==> config.mk <==
export PLATFORM = sky130hd
export DESIGN_NAME = rc4_prga_encryptor_flat
export DESIGN_NICKNAME = d
export VERILOG_FILES = /design/src/rtl/rc4_prga_encryptor_if.sv /design/src/rtl/rc4_prga_encryptor.sv /design/src/flat_wrapper.sv
export SDC_FILE = /design/constraint.sdc
export NUM_CORES = 1
export LEC_CHECK = 0
export BUFFER_PORTS_ARGS = -buffer_cell sky130_fd_sc_hd__buf_2
export CORE_MARGIN = 1.5
export CORE_UTILIZATION = 57
export CTS_CLUSTER_DIAMETER = 120
export DETAILED_ROUTE_END_ITERATION = 6
export HOLD_SLACK_MARGIN = 0.02
export PLACE_DENSITY = 0.84
export SLEW_MARGIN = 30
export SYNTH_ARGS = -nofsm -noshare
export SYNTH_HDL_FRONTEND = slang
export SYNTH_SLANG_ARGS = --single-unit
==> constraint.sdc <==
create_clock -name CLOCK_50 -period 3.3 [get_ports CLOCK_50]
set_input_delay 0.495 -clock CLOCK_50 [delete_from_list [all_inputs] [get_ports CLOCK_50]]
set_output_delay 0.495 -clock CLOCK_50 [all_outputs]
set_load 0.02 [all_outputs]
==> src/rtl/rc4_prga_encryptor_if.sv <==
// ----------------------------------------------------------------------------
// rc4_prga_encryptor_if
//
// Bundles every non-clock, non-reset signal of rc4_prga_encryptor:
//   start                in  begin encryption (honoured only in IDLE/DONE)
//   s_address_out        out S memory address
//   s_data_out           out S memory write data
//   s_write_enable_out   out S memory write enable
//   s_q_data_in          in  S memory read data (synchronous read)
//   pt_data / pt_valid   in  plaintext byte and its valid flag
//   pt_ready             out plaintext byte consumed this cycle
//   ct_address_out       out ciphertext RAM address
//   ct_data_out          out ciphertext byte
//   ct_write_enable_out  out ciphertext RAM write strobe
//   busy / done          out status
// Optional (RC4_PRGA_KEYSTREAM_OUT_EN defined):
//   keystream_out        out current keystream byte
//   keystream_valid      out high in keystream acceptance cycles
//
// Modport master is the encryptor side, slave is the surrounding system.
// ----------------------------------------------------------------------------
interface rc4_prga_encryptor_if #(
  parameter int CT_AW = 5
);
  logic             start;
  logic [7:0]       s_address_out;
  logic [7:0]       s_data_out;
  logic             s_write_enable_out;
  logic [7:0]       s_q_data_in;
  logic [7:0]       pt_data;
  logic             pt_valid;
  logic             pt_ready;
  logic [CT_AW-1:0] ct_address_out;
  logic [7:0]       ct_data_out;
  logic             ct_write_enable_out;
  logic             busy;
  logic             done;
`ifdef RC4_PRGA_KEYSTREAM_OUT_EN
  logic [7:0]       keystream_out;
  logic             keystream_valid;
`endif

  modport master (
    input  start, s_q_data_in, pt_data, pt_valid,
`ifdef RC4_PRGA_KEYSTREAM_OUT_EN
    output keystream_out, keystream_valid,
`endif
    output s_address_out, s_data_out, s_write_enable_out, pt_ready,
           ct_address_out, ct_data_out, ct_write_enable_out, busy, done
  );

  modport slave (
    output start, s_q_data_in, pt_data, pt_valid,
`ifdef RC4_PRGA_KEYSTREAM_OUT_EN
    input  keystream_out, keystream_valid,
`endif
    input  s_address_out, s_data_out, s_write_enable_out, pt_ready,
           ct_address_out, ct_data_out, ct_write_enable_out, busy, done
  );
endinterface

==> src/rtl/rc4_prga_encryptor.sv <==
// ----------------------------------------------------------------------------
// rc4_prga_encryptor
//
// RC4 PRGA keystream generator and encryptor. Runs the PRGA over a
// key-scheduled permutation held in an external single-port S memory
// (synchronous read, one cycle latency), swapping entries in place, XORs each
// keystream byte with a plaintext byte taken over a valid/ready handshake and
// writes the ciphertext byte k to address k of a MSG_DEP x 8 RAM.
//
// Ports:
//   CLOCK_50  system clock, rising edge
//   reset_n   asynchronous active-low reset
//   bus       rc4_prga_encryptor_if.master (S memory, plaintext handshake,
//             ciphertext RAM, start/busy/done)
//
// Parameters:
//   MSG_DEP   bytes encrypted per start, 1..256
//   CT_AW     ciphertext RAM address width, 2**CT_AW >= MSG_DEP
//
// Configuration macro:
//   RC4_PRGA_KEYSTREAM_OUT_EN  exposes keystream_out (= f) and keystream_valid.
//
// Every S-memory read takes three states: the address is driven in ADDR_x and
// held in WAIT_x, and the returned byte is captured in CAP_x.
// ----------------------------------------------------------------------------
module rc4_prga_encryptor #(
  parameter int MSG_DEP = 32,
  parameter int CT_AW   = 5
) (
  input  logic                  CLOCK_50,
  input  logic                  reset_n,
  rc4_prga_encryptor_if.master  bus
);

  typedef enum logic [3:0] {
    ST_IDLE,
    ST_ADDR_I, ST_WAIT_I, ST_CAP_I,
    ST_ADDR_J, ST_WAIT_J, ST_CAP_J,
    ST_WR_I,   ST_WR_J,
    ST_ADDR_F, ST_WAIT_F, ST_CAP_F,
    ST_XOR_WR,
    ST_DONE
  } state_e;

  localparam logic [7:0] K_LAST = 8'(MSG_DEP - 1);

  state_e     state_q, state_d;
  logic [7:0] i_q,  i_d;
  logic [7:0] j_q,  j_d;
  logic [7:0] k_q,  k_d;
  logic [7:0] si_q, si_d;
  logic [7:0] sj_q, sj_d;
  logic [7:0] f_q,  f_d;

  logic [7:0] f_addr;

  logic [7:0]       s_addr;
  logic [7:0]       s_data;
  logic             s_we;
  logic             pt_ready;
  logic [CT_AW-1:0] ct_addr;
  logic [7:0]       ct_data;
  logic             ct_we;

  // Keystream index: S[i] + S[j], natural 8-bit wrap.
  assign f_addr = si_q + sj_q;

  // NOTE: state registers use non-blocking assignments so every flop samples
  // the pre-edge value of its neighbours; blocking here would create
  // order-dependent simulation that no longer matches the hardware.
  always_ff @(posedge CLOCK_50 or negedge reset_n) begin
    if (!reset_n) begin
      state_q <= ST_IDLE;
      i_q     <= '0;
      j_q     <= '0;
      k_q     <= '0;
      si_q    <= '0;
      sj_q    <= '0;
      f_q     <= '0;
    end else begin
      state_q <= state_d;
      i_q     <= i_d;
      j_q     <= j_d;
      k_q     <= k_d;
      si_q    <= si_d;
      sj_q    <= sj_d;
      f_q     <= f_d;
    end
  end

  // NOTE: every signal written below gets its default first, so no path
  // leaves one unassigned and no latch is inferred.
  always_comb begin
    state_d  = state_q;
    i_d      = i_q;
    j_d      = j_q;
    k_d      = k_q;
    si_d     = si_q;
    sj_d     = sj_q;
    f_d      = f_q;
    s_addr   = '0;
    s_data   = '0;
    s_we     = 1'b0;
    pt_ready = 1'b0;
    ct_addr  = '0;
    ct_data  = '0;
    ct_we    = 1'b0;

    unique case (state_q)
      ST_IDLE, ST_DONE: begin
        if (bus.start) begin
          i_d     = 8'd1;
          j_d     = '0;
          k_d     = '0;
          state_d = ST_ADDR_I;
        end
      end
      ST_ADDR_I: begin
        s_addr  = i_q;
        state_d = ST_WAIT_I;
      end
      ST_WAIT_I: begin
        s_addr  = i_q;
        state_d = ST_CAP_I;
      end
      ST_CAP_I: begin
        si_d    = bus.s_q_data_in;
        j_d     = j_q + bus.s_q_data_in;
        state_d = ST_ADDR_J;
      end
      ST_ADDR_J: begin
        s_addr  = j_q;
        state_d = ST_WAIT_J;
      end
      ST_WAIT_J: begin
        s_addr  = j_q;
        state_d = ST_CAP_J;
      end
      ST_CAP_J: begin
        sj_d    = bus.s_q_data_in;
        state_d = ST_WR_I;
      end
      // Swap S[i] and S[j]. When i == j both writes hit one entry and the
      // second one leaves si, which equals sj, so the swap is still a no-op.
      ST_WR_I: begin
        s_addr  = i_q;
        s_data  = sj_q;
        s_we    = 1'b1;
        state_d = ST_WR_J;
      end
      ST_WR_J: begin
        s_addr  = j_q;
        s_data  = si_q;
        s_we    = 1'b1;
        state_d = ST_ADDR_F;
      end
      ST_ADDR_F: begin
        s_addr  = f_addr;
        state_d = ST_WAIT_F;
      end
      ST_WAIT_F: begin
        s_addr  = f_addr;
        state_d = ST_CAP_F;
      end
      ST_CAP_F: begin
        f_d     = bus.s_q_data_in;
        state_d = ST_XOR_WR;
      end
      // Holds here until the plaintext side offers a byte; the ciphertext
      // write is a single strobe in the acceptance cycle.
      ST_XOR_WR: begin
        if (bus.pt_valid) begin
          pt_ready = 1'b1;
          ct_we    = 1'b1;
          ct_addr  = CT_AW'(k_q);
          ct_data  = f_q ^ bus.pt_data;
          if (k_q == K_LAST) begin
            state_d = ST_DONE;
          end else begin
            k_d     = k_q + 8'd1;
            i_d     = i_q + 8'd1;
            state_d = ST_ADDR_I;
          end
        end
      end
      default: state_d = ST_IDLE;
    endcase
  end

  // All outputs decode from registered state, so reset clears them at once.
  assign bus.s_address_out       = s_addr;
  assign bus.s_data_out          = s_data;
  assign bus.s_write_enable_out  = s_we;
  assign bus.pt_ready            = pt_ready;
  assign bus.ct_address_out      = ct_addr;
  assign bus.ct_data_out         = ct_data;
  assign bus.ct_write_enable_out = ct_we;
  assign bus.busy                = (state_q != ST_IDLE) && (state_q != ST_DONE);
  assign bus.done                = (state_q == ST_DONE);

`ifdef RC4_PRGA_KEYSTREAM_OUT_EN
  assign bus.keystream_out       = f_q;
  assign bus.keystream_valid     = ct_we;
`endif

endmodule

==> src/flat_wrapper.sv <==
// flat-port wrapper written by rule: the top's interface ports become plain ports
module rc4_prga_encryptor_flat 
#(
  parameter int MSG_DEP = 32,
  parameter int CT_AW   = 5
)
  (CLOCK_50, reset_n, bus_start, bus_s_q_data_in, bus_pt_data, bus_pt_valid, bus_s_address_out, bus_s_data_out, bus_s_write_enable_out, bus_pt_ready, bus_ct_address_out, bus_ct_data_out, bus_ct_write_enable_out, bus_busy, bus_done);
  rc4_prga_encryptor_if #(.CT_AW(CT_AW)) bus_i ();
  input  logic CLOCK_50;
  input  logic reset_n;
  input wire logic [$bits(bus_i.start)-1:0] bus_start;
  input wire logic [$bits(bus_i.s_q_data_in)-1:0] bus_s_q_data_in;
  input wire logic [$bits(bus_i.pt_data)-1:0] bus_pt_data;
  input wire logic [$bits(bus_i.pt_valid)-1:0] bus_pt_valid;
  output wire logic [$bits(bus_i.s_address_out)-1:0] bus_s_address_out;
  output wire logic [$bits(bus_i.s_data_out)-1:0] bus_s_data_out;
  output wire logic [$bits(bus_i.s_write_enable_out)-1:0] bus_s_write_enable_out;
  output wire logic [$bits(bus_i.pt_ready)-1:0] bus_pt_ready;
  output wire logic [$bits(bus_i.ct_address_out)-1:0] bus_ct_address_out;
  output wire logic [$bits(bus_i.ct_data_out)-1:0] bus_ct_data_out;
  output wire logic [$bits(bus_i.ct_write_enable_out)-1:0] bus_ct_write_enable_out;
  output wire logic [$bits(bus_i.busy)-1:0] bus_busy;
  output wire logic [$bits(bus_i.done)-1:0] bus_done;
  assign bus_i.start = bus_start;
  assign bus_i.s_q_data_in = bus_s_q_data_in;
  assign bus_i.pt_data = bus_pt_data;
  assign bus_i.pt_valid = bus_pt_valid;
  assign bus_s_address_out = bus_i.s_address_out;
  assign bus_s_data_out = bus_i.s_data_out;
  assign bus_s_write_enable_out = bus_i.s_write_enable_out;
  assign bus_pt_ready = bus_i.pt_ready;
  assign bus_ct_address_out = bus_i.ct_address_out;
  assign bus_ct_data_out = bus_i.ct_data_out;
  assign bus_ct_write_enable_out = bus_i.ct_write_enable_out;
  assign bus_busy = bus_i.busy;
  assign bus_done = bus_i.done;
  rc4_prga_encryptor #(.MSG_DEP(MSG_DEP), .CT_AW(CT_AW)) u_core (.CLOCK_50(CLOCK_50), .reset_n(reset_n), .bus(bus_i));
endmodule
==> results.yml <==
clocking:
  tritoncts: "built"
  cts_buffers: 5
  cts_buffer_depth: 2
  cts_htree_levels: 2
  numClockSinks: 52
  cts_resized: 0
  post_cts.repair.setup_buffers: 0
  cts_hold_buffers: 0
  clk_pin_slew_ps: 100
  cts-root-buf: "clkbuf_8"
  clk_latency_ps: 300
yosys:
  synth_most_common_cell: "dfrtp_1"
  avgSynthCellArea_um2: 9.255
  synthFlopType: "dfrtp_1"
  yosys.cell_types.count: 49
  synth_edf_count: 0
  yosysSeqAreaShare: 0.4017
  muxShareOfSynthArea: 0.07300
  synthAdderAreaFrac: 0.07416
  synth_commonest_cells: "52 x dfrtp_1, 44 x nand2_1, 28 x nor2_1, 28 x o21ai_0, 20 x xnor2_1"
  synth_xor_area_frac: 0.06759
  synth_compound_area_frac: 0.1445
  ys_seq_elements: 52
  synth_top_area_frac: 0.4017
  syn-num-nets: 388
  synth_largest_area_cell: "dfrtp_1"
  synth.area.top_cells: "dfrtp_1 40%, ha_1 6.2%, mux2_2 5.9%"
  yosysWarnings: 0
  synth_top_family_by_area: "simple AND/OR/NAND/NOR gates"
  synthCells: 350
  syn-cell-area_mm2: 0.003239
  synthSimpleGateAreaFrac: 0.2097
  async_flop_share: 1.000
run:
  maxCapViolations: 0
global_routing:
  grt_pass1_wl_um: 12320
  grtUsageMet3: 0.03023
  busiest_layer: "met2"
  grt_use_met1: 0.3530
  grt.total_usage: 0.2508
  grtUsageMet2: 0.4165
  gr-total-overflow: 0
  antenna_found_initial: 0
  grt_pass1_vias: 2647
  grt_max_degree: 29
critical_path:
  crit_arrival_ps: 2530
  endpoint_kind: "primary output"
  cp-start-kind: "register"
  critPathKind: "reg -> out"
  reg2reg_slack_ps: 660
  crit_fanout: 3
  cp.required_ps: 2800
floorplan:
  die_w_um: 78.39
  die_area_mm2: 0.006144
  core_area_mm2: 0.005507
  start_util: 0.5883
  io-pin-count: 54
  placementRows: 27
  die_h_um: 78.39
power_and_ir_drop:
  totalPowerFinal_mw: 3.443
  peakVddDrop_mv: 0.8212
  p_leak_nw: 1.755
  power_per_cell_area_mw_per_mm2: 936.9
timing:
  setup_viol: 0
  tightest_slew_ps: 733.6
  worst_slack_ps: 271.3
  hold_viol_final: 0
  fin_skew_ps: 7.535
  rsz0062_at_grt: "no"
  max_freq_mhz: 330.2
  setup_tns_ps: 0
  finalCritPeriodShare: 0.9178
  min_period_ps: 3029
  final-max-slew-violation-count: 0
  slew_headroom: 0.5109
place:
  dp.cells: 464
  place_ws_ps: 620.2
  place_congestion: 0.8227
  hpwl_um: 5629
  port_buffers: 53
hold_path:
  hold_path_class: "in -> async"
route:
  post_drt_wl_per_cell_um: 15.79
  firstDrtPassIters: 5
  drtIter0Drc: 288
  wirelength_um: 7453
  vias: 2832
  via_per_inst: 6.000
  drc: 0
  antenna_left: 0
layout:
  drive_above_1_share: 0.2275
  area_growth_pct: 13.44
  post-route-util: 0.6673
  fill_cells: 450
  num-nets-final: 437
  antennaDiodeCount: 0
  instances_no_fill: 472
run_status:
  outcome: "complete, no violations"
-- stage by stage --
step           cell area, um2  hold WS (ps)
2_1_floorplan            3239         199.4
3_3_place_gp             3563         476.0
3_5_place_dp             3563         481.2
4_1_cts                  3675         240.4
5_1_grt                  3675         266.1
6_report                 3675         218.6
-- sequential cells by signal (all words and copies together), names as in the netlist --
signal,count
u_core.f_q,8
u_core.i_q,8
u_core.j_q,8
u_core.k_q,8
u_core.si_q,8
u_core.sj_q,8
u_core.state_q,4
-- cell families after synthesis --
group                      count (synthesis)
and+or+nand+nor                          139
AOI/OAI and AO/OA                         73
DFF                                       52
xor gates and xnor gates                  25
buffers and inverters                     22
muxes                                     21
adders and majority gates                 18
-- path summary, 6_finish.rpt --
kind                                          from                   end  cells past startpoint
worst max register to register   u_core.state_q[2]         u_core.i_q[7]                      6
worst max-delay path                u_core.sj_q[0]  bus_s_address_out[6]                      9
min in group CLOCK_50           bus_s_q_data_in[2]        u_core.si_q[2]                      3
worst min register to register       u_core.j_q[7]         u_core.j_q[7]                      1
worst min-delay path                       reset_n         u_core.k_q[4]                      1
max in group asynchronous                  reset_n         u_core.i_q[2]                      2
-- cell type report --
cell class,count,area [um2],area share
clock buffers,5,68.82,0.01873
well taps,72,90.09,0.02451
clock inverters,3,42.54,0.01158
flip-flops and latches,52,1301,0.3541
multi-input cells,276,1843,0.5015
inverters,5,18.77,0.005107
repair buffers,59,310.3,0.08444
-- power by group --
group / switching [mW] / internal [mW] / total [mW]
combinational: 0.967 / 0.799 / 1.77
clock: 0.216 / 0.225 / 0.441
sequential: 0.326 / 0.910 / 1.24
-- worst max-delay path, cell delays in order, from the launching register on --
cell	delay, ps
dfrtp_1	410
ha_1	240
fa_1	410
a21o_1	170
a21oi_1	220
nor2b_1	70
o21ai_0	210
nand4b_1	110
o311ai_0	150
buf_2	240
-- layout by cell type (no fill, tap or decap), types with 3 or more instances in the layout --
cell type and n:
ha_1 16, nand3_1 17, nor2b_1 3, nor2_1 28
clkbuf_8 5, and3_1 9, buf_2 53, mux2_2 17
a21oi_1 12, buf_4 6, a21o_1 3, o21ai_0 28
xnor2_1 20, nand2_1 44, nor3_1 7, or2_2 3
nand2b_1 8, xor2_1 5, a22o_1 8, mux2i_1 3
dfrtp_1 52, a22oi_1 4, inv_1 4, nor3b_1 4
or3_1 6
-- per-layer routing --
metal	up-vias	part of all wire
li1	1336	-
met1	1394	0.44
met2	94	0.49
met3	8	0.057
met4	0	0.0090
met5	-	0
Power figures use the tool's default switching activity.
